`src/rtl/serial_frame_pkg.sv`:
```
// Shared types and constants for the serial frame receiver.
package serial_frame_pkg;

  typedef enum logic [1:0] {
    IDLE,
    SHIFT,
    HOLD,
    DRAIN
  } rx_state_t;

  // Bit positions within frame_status
  localparam int ST_PERR = 0;
  localparam int ST_CNT  = 1;
  localparam int ST_FRM  = 2;
  localparam int ST_OVR  = 3;

  // Value of the leading type bit of each word
  localparam logic WT_DATA = 1'b0;
  localparam logic WT_CMD  = 1'b1;

endpackage

```
`src/rtl/serial_word_shifter.sv`:
```
// Deserialises one word (type, data MSB first, parity) per WORD_W sampled bits.
// word_* outputs are combinational and valid on the edge that samples the parity bit.
module serial_word_shifter #(
  parameter int DATA_W     = 8,
  parameter int ODD_PARITY = 0
) (
  input  logic              clk,
  input  logic              rst,
  input  logic              enable_n,
  input  logic              shift_en,
  input  logic              din,
  output logic              word_done,
  output logic              word_type,
  output logic [DATA_W-1:0] word_data,
  output logic              word_perr,
  output logic              mid_word
);

  localparam int WORD_W = DATA_W + 2;
  localparam int CW     = $clog2(WORD_W);
  localparam logic [CW-1:0] LAST_BIT = CW'(WORD_W - 1);

  logic [DATA_W:0] sreg_q, sreg_d;
  logic [CW-1:0]   cnt_q, cnt_d;
  logic            par_q, par_d;
  logic            take;
  logic            odd_sense;

  // Next-state for shift register, bit counter and running parity; word decode
  always_comb begin
    take      = shift_en && !enable_n;
    odd_sense = (ODD_PARITY != 0);
    word_done = take && (cnt_q == LAST_BIT);
    // After WORD_W-1 shifts the register holds {type, data}; din is the parity bit
    word_type = sreg_q[DATA_W];
    word_data = sreg_q[DATA_W-1:0];
    word_perr = ((par_q ^ din) != odd_sense);
    mid_word  = (cnt_q != '0);

    sreg_d = sreg_q;
    cnt_d  = cnt_q;
    par_d  = par_q;
    if (enable_n) begin
      sreg_d = '0;
      cnt_d  = '0;
      par_d  = 1'b0;
    end else if (take) begin
      sreg_d = {sreg_q[DATA_W-1:0], din};
      if (word_done) begin
        cnt_d = '0;
        par_d = 1'b0;
      end else begin
        cnt_d = cnt_q + 1'b1;
        par_d = par_q ^ din;
      end
    end
  end

  // Shifter state registers
  always_ff @(posedge clk or posedge rst) begin
    if (rst) begin
      sreg_q <= '0;
      cnt_q  <= '0;
      par_q  <= 1'b0;
    end else begin
      sreg_q <= sreg_d;
      cnt_q  <= cnt_d;
      par_q  <= par_d;
    end
  end

endmodule

```
`src/rtl/serial_frame_rx.sv`:
```
// Serial frame receiver: collects data words into an argument array until a
// command word closes the frame, then offers it on a valid/ready interface.
module serial_frame_rx
  import serial_frame_pkg::*;
#(
  parameter int DATA_W     = 8,
  parameter int MAX_ARGS   = 9,
  parameter int MIN_ARGS   = 2,
  parameter int ODD_PARITY = 0
) (
  input  logic                           clk,
  input  logic                           rst,
  input  logic                           din,
  input  logic                           enable_n,
  output logic                           frame_valid,
  input  logic                           frame_ready,
  output logic [DATA_W-1:0]              frame_cmd,
  output logic [MAX_ARGS*DATA_W-1:0]     frame_args,
  output logic [$clog2(MAX_ARGS+1)-1:0]  frame_nargs,
  output logic [3:0]                     frame_status
);

  localparam int NW = $clog2(MAX_ARGS + 1);
  localparam logic [NW-1:0] MIN_N = NW'(MIN_ARGS);
  localparam logic [NW-1:0] MAX_N = NW'(MAX_ARGS);

  rx_state_t                    state_q, state_d;
  logic [DATA_W-1:0]            cmd_q, cmd_d;
  logic [MAX_ARGS*DATA_W-1:0]   args_q, args_d;
  logic [NW-1:0]                nargs_q, nargs_d;
  logic [3:0]                   status_q, status_d;
  logic                         ovr_pend_q, ovr_pend_d;

  logic                         shift_en;
  logic                         word_done;
  logic                         word_type;
  logic [DATA_W-1:0]            word_data;
  logic                         word_perr;
  // Framing errors are decided from enable_n alone, so the partial-word flag is not consumed
  logic                         unused_mid_word;

  assign shift_en = (state_q == IDLE) || (state_q == SHIFT);

  serial_word_shifter #(
    .DATA_W     (DATA_W),
    .ODD_PARITY (ODD_PARITY)
  ) u_shifter (
    .clk       (clk),
    .rst       (rst),
    .enable_n  (enable_n),
    .shift_en  (shift_en),
    .din       (din),
    .word_done (word_done),
    .word_type (word_type),
    .word_data (word_data),
    .word_perr (word_perr),
    .mid_word  (unused_mid_word)
  );

  // Frame FSM next-state, argument storage and status accumulation
  always_comb begin
    state_d     = state_q;
    cmd_d       = cmd_q;
    args_d      = args_q;
    nargs_d     = nargs_q;
    status_d    = status_q;
    ovr_pend_d  = ovr_pend_q;
    frame_valid = 1'b0;

    unique case (state_q)
      IDLE: begin
        if (!enable_n) begin
          // Overrun seen while the previous frame was held belongs to this frame
          args_d            = '0;
          nargs_d           = '0;
          cmd_d             = '0;
          status_d          = '0;
          status_d[ST_OVR]  = ovr_pend_q;
          ovr_pend_d        = 1'b0;
          state_d           = SHIFT;
        end
      end
      SHIFT: begin
        if (enable_n) begin
          status_d[ST_FRM] = 1'b1;
          cmd_d            = '0;
          state_d          = HOLD;
        end else if (word_done) begin
          if (word_perr) status_d[ST_PERR] = 1'b1;
          if (word_type == WT_CMD) begin
            cmd_d = word_data;
            if (nargs_q < MIN_N) status_d[ST_CNT] = 1'b1;
            state_d = HOLD;
          end else if (nargs_q < MAX_N) begin
            for (int unsigned i = 0; i < MAX_ARGS; i++) begin
              if (nargs_q == NW'(i)) args_d[i*DATA_W +: DATA_W] = word_data;
            end
            nargs_d = nargs_q + 1'b1;
          end else begin
            status_d[ST_CNT] = 1'b1;
          end
        end
      end
      HOLD: begin
        frame_valid = 1'b1;
        if (!enable_n) ovr_pend_d = 1'b1;
        if (frame_ready) state_d = enable_n ? IDLE : DRAIN;
      end
      DRAIN: begin
        if (enable_n) state_d = IDLE;
      end
      default: state_d = IDLE;
    endcase
  end

  // Frame state registers
  always_ff @(posedge clk or posedge rst) begin
    if (rst) begin
      state_q    <= IDLE;
      cmd_q      <= '0;
      args_q     <= '0;
      nargs_q    <= '0;
      status_q   <= '0;
      ovr_pend_q <= 1'b0;
    end else begin
      state_q    <= state_d;
      cmd_q      <= cmd_d;
      args_q     <= args_d;
      nargs_q    <= nargs_d;
      status_q   <= status_d;
      ovr_pend_q <= ovr_pend_d;
    end
  end

  assign frame_cmd    = cmd_q;
  assign frame_args   = args_q;
  assign frame_nargs  = nargs_q;
  assign frame_status = status_q;

endmodule

```
`config.mk`:
```
export PLATFORM = sky130hd
export DESIGN_NAME = serial_frame_rx
export DESIGN_NICKNAME = d
export VERILOG_FILES = /design/src/rtl/serial_frame_pkg.sv /design/src/rtl/serial_word_shifter.sv /design/src/rtl/serial_frame_rx.sv
export SDC_FILE = /design/constraint.sdc
export NUM_CORES = 1
export LEC_CHECK = 0
export ABC_AREA = 1
export ABC_CLOCK_PERIOD_IN_PS = 4050
export CORE_MARGIN = 2
export CORE_UTILIZATION = 57
export DETAILED_ROUTE_END_ITERATION = 16
export DONT_BUFFER_PORTS = 1
export PLACE_DENSITY = 0.77
export SLEW_MARGIN = 20
export SYNTH_ARGS = -nofsm -noshare
export SYNTH_HDL_FRONTEND = slang
export SYNTH_SLANG_ARGS = --single-unit
```
`constraint.sdc`:
```
create_clock -name clk -period 4.05 [get_ports clk]
set_input_delay 0.6075 -clock clk [delete_from_list [all_inputs] [get_ports clk]]
set_output_delay 0.6075 -clock clk [all_outputs]
set_load 0.02 [all_outputs]
```
* Yosys cells after proc, flatten, opt, wreduce, memory -nomap -nowiden *
Index checks and enable logic that the tools add are counted.

storage, ports and cells
  output and inout port bits = 89
  logic and storage cells = 142
  register bits = 105
  bits of input ports = 5

operators by class
  add/sub/neg operators = 2
  eq/ne operators = 35
  mux-type cells = 55
  order comparisons = 2
  reductions and logical operators = 26
  bitwise logic cells = 2

operators with widths
  operator             count
  $mux 72              5
  $pmux 72 s2          1
  $mux 8               13
  $reduce_and 7->1     9
  $mux 4               8
  $ne 2x1->1 const B   12
  $mux 2               9
  $mux 9               2
  $eq 4x3->1 const B   4
  $pmux 8 s2           1
  $ne 2x2->1 const B   7
  $reduce_and 6->1     2
  $mux 1               11
  $reduce_and 5->1     2
  $ne 3x2->1 const B   3
  $add 4x1->4 const B  2
  $eq 4x2->1 const B   2
  $eq 4x4->1 const B   2
  $pmux 2 s4           1
  $pmux 4 s2           1
  $pmux 3 s2           1
  $reduce_and 3->1     2
  $reduce_bool 2->1    3
  $eq 2x2->1 const B   2
  other kinds (16)     17

* Depth between registers and ports, before layout *
  depth after elaboration = 7
  gate-level depth with buffers = 10
  gate-level depth less buffers = 9

* By module *
A second synthesis with hierarchy kept.

second synthesis, totals
  cells, all modules = 494
  area, all modules = 4594.4 um^2

modules (own cells, without submodules)
  module               times used  area an instance (um^2)  seq. area each (um^2)  cells each
  serial_frame_rx      1           3951.3                   2277.2                 426
  serial_word_shifter  1           643.1                    350.3                  68

* Worst setup path before layout *
No wires, ideal clock.

  path type = reg2reg
  start = register nargs_q[0] (netlist: frame_nargs[0])
  end = register nargs_q[3] (netlist: frame_nargs[3])
  slack = 2.389 ns
  arrival = 1.584 ns
  data required time = 3.974 ns
  period minus slack after synthesis = 1.661 ns
  buffers on the path = 0
  cell stages (with the launch flop) = 10
  library setup time = 0.076 ns
  cells stage by stage = dfrtp_1 -> inv_1 -> ha_1 -> nand2_1 -> nand3_2 -> nand2_8 -> inv_2 -> nand2_2 -> nand2_1 -> o21ai_1

on the way
  cells in the longest elaborated chain, start to end = 6
  elaborated cells on any way between the ends = 9
  classes of those cells = add/sub: 1; order compare: 1; eq/ne: 1; mux: 5; reduce/logical: 1

RTL lines
  element                 line                    RTL
  start, declared         serial_frame_rx.sv:30   logic [NW-1:0] nargs_q, nargs_d;
  start signal, assigned  serial_frame_rx.sv:129  nargs_q <= nargs_d;
  $add 4x1->4             serial_frame_rx.sv:98   nargs_d = nargs_q + 1'b1;
  $mux 4                  serial_frame_rx.sv:94   end else if (nargs_q < MAX_N) begin
  $mux 4                  serial_frame_rx.sv:90   if (word_type == WT_CMD) begin
  $mux 4                  serial_frame_rx.sv:88   end else if (word_done) begin
  $mux 4                  serial_frame_rx.sv:84   if (enable_n) begin
  $pmux 4 s2              serial_frame_rx.sv:70   unique case (state_q)

Several ways; a longest one is shown, not always the timed one. The select of a mux whose other input is x is not followed.
A chain may end at the register's enable or synchronous reset.

* Worst setup path after layout *
  start = register state_q[1]
  end = register args_q[68] (netlist: frame_args[68])

on the way
  cells in the longest elaborated chain, start to end = 6
  elaborated cells on any way between the ends = 14
  classes of those cells = eq/ne: 7; mux: 1; reduce/logical: 6

RTL lines
  element                                        line                                          RTL
  start, declared                                serial_frame_rx.sv:27                         rx_state_t state_q, state_d;
  start signal, assigned                         serial_frame_rx.sv:126                        state_q <= state_d;
  $eq 2x1->1 or $logic_not 2->1 (tied branches)  serial_frame_rx.sv:42, serial_frame_rx.sv:70
  $logic_or 1x1->1                               serial_frame_rx.sv:42                         assign shift_en = (state_q == IDLE) || (state_q == SHIFT);
  $logic_and 1x1->1                              serial_word_shifter.sv:31                     take = shift_en && !enable_n;
  $logic_and 1x1->1                              serial_word_shifter.sv:33                     word_done = take && (cnt_q == LAST_BIT);
  $ne 2x1->1 (no source line)                    -
  $reduce_and 7->1 (no source line)              -
  end signal, assigned                           serial_frame_rx.sv:128                        args_q <= args_d;
  end, declared                                  serial_frame_rx.sv:29                         logic [MAX_ARGS*DATA_W-1:0] args_q, args_d;

Several ways; a longest one is shown, not always the timed one.

==> summary.md <==
| Metric | Value |
|---|---|
| Worst reg-to-reg path cell count | 6 |
| Worst Skew | between 0.007 and 0.008 ns |
| Slew margin rel. | 35.1% |
| Post-Syn Area | 4780 um^2 |
| Inserted Diodes | 0 |
| Kind of critical path | flop to flop |
| Static Leakage | 2.60 nW |
| Period minus WS final | around 2.7 ns |
| Area contributors post-synth | dfrtp_1 55%, nand2_1 15%, nand3_1 9.6% |
| Max_cap viols | 0 |
| Critical Path End Type | flop |
| Syn nets | about 550 |
| Share of cells above drive strength 1 | 10.4% |
| FP Rows | 33 |
| Syn. warnings | 0 |
| First-pass GRT wire length | 17,400 um |
| Logic pwr share | 31.4% |
| Max Buffers Root-to-Sink | 2 |
| PortBufs | 0 |
| Vias in the first global route | 3,397 |
| Reg2Reg Setup Slack | 1.36 ns |
| Fin crit share | 66.4% |
| Crit-path max FO | 40 |
| Die Span Y | between 90 and 100 um |
| Clock Latency Late Sink | 0.37 ns |
| I/O Pins | 94 |
| H-Tree Depth | 3 |
| RSZ-0062 raised after global routing | false |
| Worst hold path class | input pin to asynchronous set/reset pin |
| Vias per inst | 5.69 |
| Routed Antenna Nets | 0 |
| Seq/Total Area, Yosys | between 50% and 60% |
| Synth cell types | 28 |
| Pwr dens | 605 nW/um^2 |
| Routed len/inst | 17.0 um |
| CTS buffer count | 9 |
| Setup crit start kind | flop |
| Fillers | 719 |
| Post-cts hold buffer count | 0 |
| Total power | between 3 and 4 mW |
| Die Area | 9140 um^2 |
| Area share of the largest cell type after synthesis | 54.9% |
| Flop and latch count out of synthesis | 105 |
| Worst r2r src | state_q[1] |
| Synth async-reset ratio | 100% |
| Post-cts sizing count | 0 |
| CP Data Arrival Time | 2.95 ns |
| Final setup TNS | 0 ns |
| Total gr overflow | 0 |
| Initial antenna violation count | 0 |
| Synth area leader | dfrtp_1 |
| Cells after Synth | 535 |
| Area Growth Syn to Fin | 5.70% |
| EDFF count, synth | 0 |
| Synth cell count leaders | 195 x nand2_1, 105 x dfrtp_1, 92 x nand3_1, 26 x inv_1, 22 x o21ai_0 |
| CTS tree | done |
| Required time worst endpoint | 4.31 ns |
| Cell internal pwr | 1.75 mW |
| Post-CTS Repair Setup Buffers | 0 |
| F_max | 372 MHz |
| Post-route DRC | 0 |
| Die Wd | 95.6 um |
| Final setup vio count | 0 |
| Core footprint | around 8200 um^2 |
| Clk pwr share | 21.6% |
| Final slew viol count | 0 |
| Avg Synthesized Cell Area | 8.94 um^2 |
| CTS sink cnt | 105 |
| DRT iter0 DRCs | 232 |
| Status | finished clean |
| Flop pwr share | 47.0% |
| Most frequent cell after synthesis | nand2_1 |
| Gp weighted congestion | a little under 0.9 |
| Layout Nets | 545 |
| Actual slew at the worst max-slew pin | 0.972 ns |
| Root Driver | clkbuf_8 |
| Final Hold Violating Endpoints | 0 |
| Clock-pin slew on the worst setup and hold paths | 0.10 ns |
| Reg-to-reg endpoint | frame_args[68] |
| Sw Pwr | 1.31 mW |
| Sw Share | 42.7% |
| Hpwl dp | about 7400 um |
| Pre-Repair DR Iteration Count | 5 |
| Post-Route WL | between 10,000 and 15,000 um |
| DR vias | 3,653 |
| Starting Density | 58.5% |
| Largest net degree at the start of global routing | 86 |
| Total GRT Usage | 25.2% |
| VDD IR max | 0.387 mV |
| Predominant post-synthesis flop cell | dfrtp_1 |
[stage by stage]
step           setup WS [ns]  utilization [%]  hold slack [ns]  cells  area, um^2
3_3_place_gp            1.51             59.4            0.500    627        4860
6_report                1.36             61.8            0.231    642        5060
3_5_place_dp            1.44             59.4            0.526    627        4860
2_1_floorplan          0.682                -            0.473    535        4780
5_1_grt                 1.16             61.8            0.290    642        5060
4_1_cts                 1.41             61.8            0.364    642        5050
[power groups by stage]
stage	combinational, mW	sequential [mW]	clock [mW]
detailed placement	0.952	1.46	0
finish	0.959	1.44	0.661
global placement	0.930	1.45	0
CTS	0.957	1.44	0.668
global route	1.08	1.46	0.709
floorplan	0.835	1.39	0
[registers in the layout (all words and copies together), names as in the netlist]
name	flops
state_q	2
u_shifter.par_q	1
u_shifter.cnt_q	4
frame_cmd	8
ovr_pend_q	1
u_shifter.sreg_q	9
frame_args	72
frame_status	4
frame_nargs	4
[worst max-delay path, cell delays in order (launching register included)]
cell and delay [ns]:
dfrtp_1 0.64, nor2_4 0.21, a21oi_4 0.81, buf_4 0.53, nand2_2 0.20, nand2_1 0.11
nand2_1 0.05
[final cells by class]
cell class                 instances  area, um^2  area share (%)
tap                              105         131            2.60
inverter                          32         125            2.47
clock buffer                      11         141            2.80
multi-input combinational        383        1960            38.8
sequential                       105        2630            52.0
clock inverter                     4        52.6            1.04
timing repair buffer               2        15.0           0.297
[per-layer routing]
metal	vias up	track usage, %	wire (um)
met5	-	0	0
met4	0	10.0	219
met3	14	6.40	845
met2	117	38.9	5230
met1	1792	34.3	4620
li1	1730	-	-
[logic make-up after synthesis]
logic type | synth area share, %
fa+ha+maj | 1.83
buf+inv | 4.19
simple gates | 33.6
flops | 54.9
compound gates | 4.89
xor+xnor | 0.549
[cells in the final DEF, fill, tap and decap left out, types with 4 or more instances in the layout]
master and count:
dfrtp_1 105, o21ai_1 4, inv_1 25, o21ai_0 22, nor2_8 9, inv_2 5
nand2_1 195, nand2_4 5, o22ai_1 6, nor2_1 10, nand3_1 92, nand2_2 5
ha_1 7, clkbuf_8 10, nor2_2 9, a21oi_1 8
[how the worst max path moves through the flow]
stage | from | end | slack [ns] | cells after the start
floorplan | rst | frame_args[0] | 0.68 | 1
global placement | state_q[1] | frame_nargs[3] | 1.51 | 6
detailed placement | state_q[1] | frame_nargs[3] | 1.44 | 6
CTS | state_q[1] | frame_args[68] | 1.41 | 6
global route | state_q[1] | frame_nargs[2] | 1.16 | 6
finish | state_q[1] | frame_args[68] | 1.36 | 6
Power figures use the tool's default switching activity.
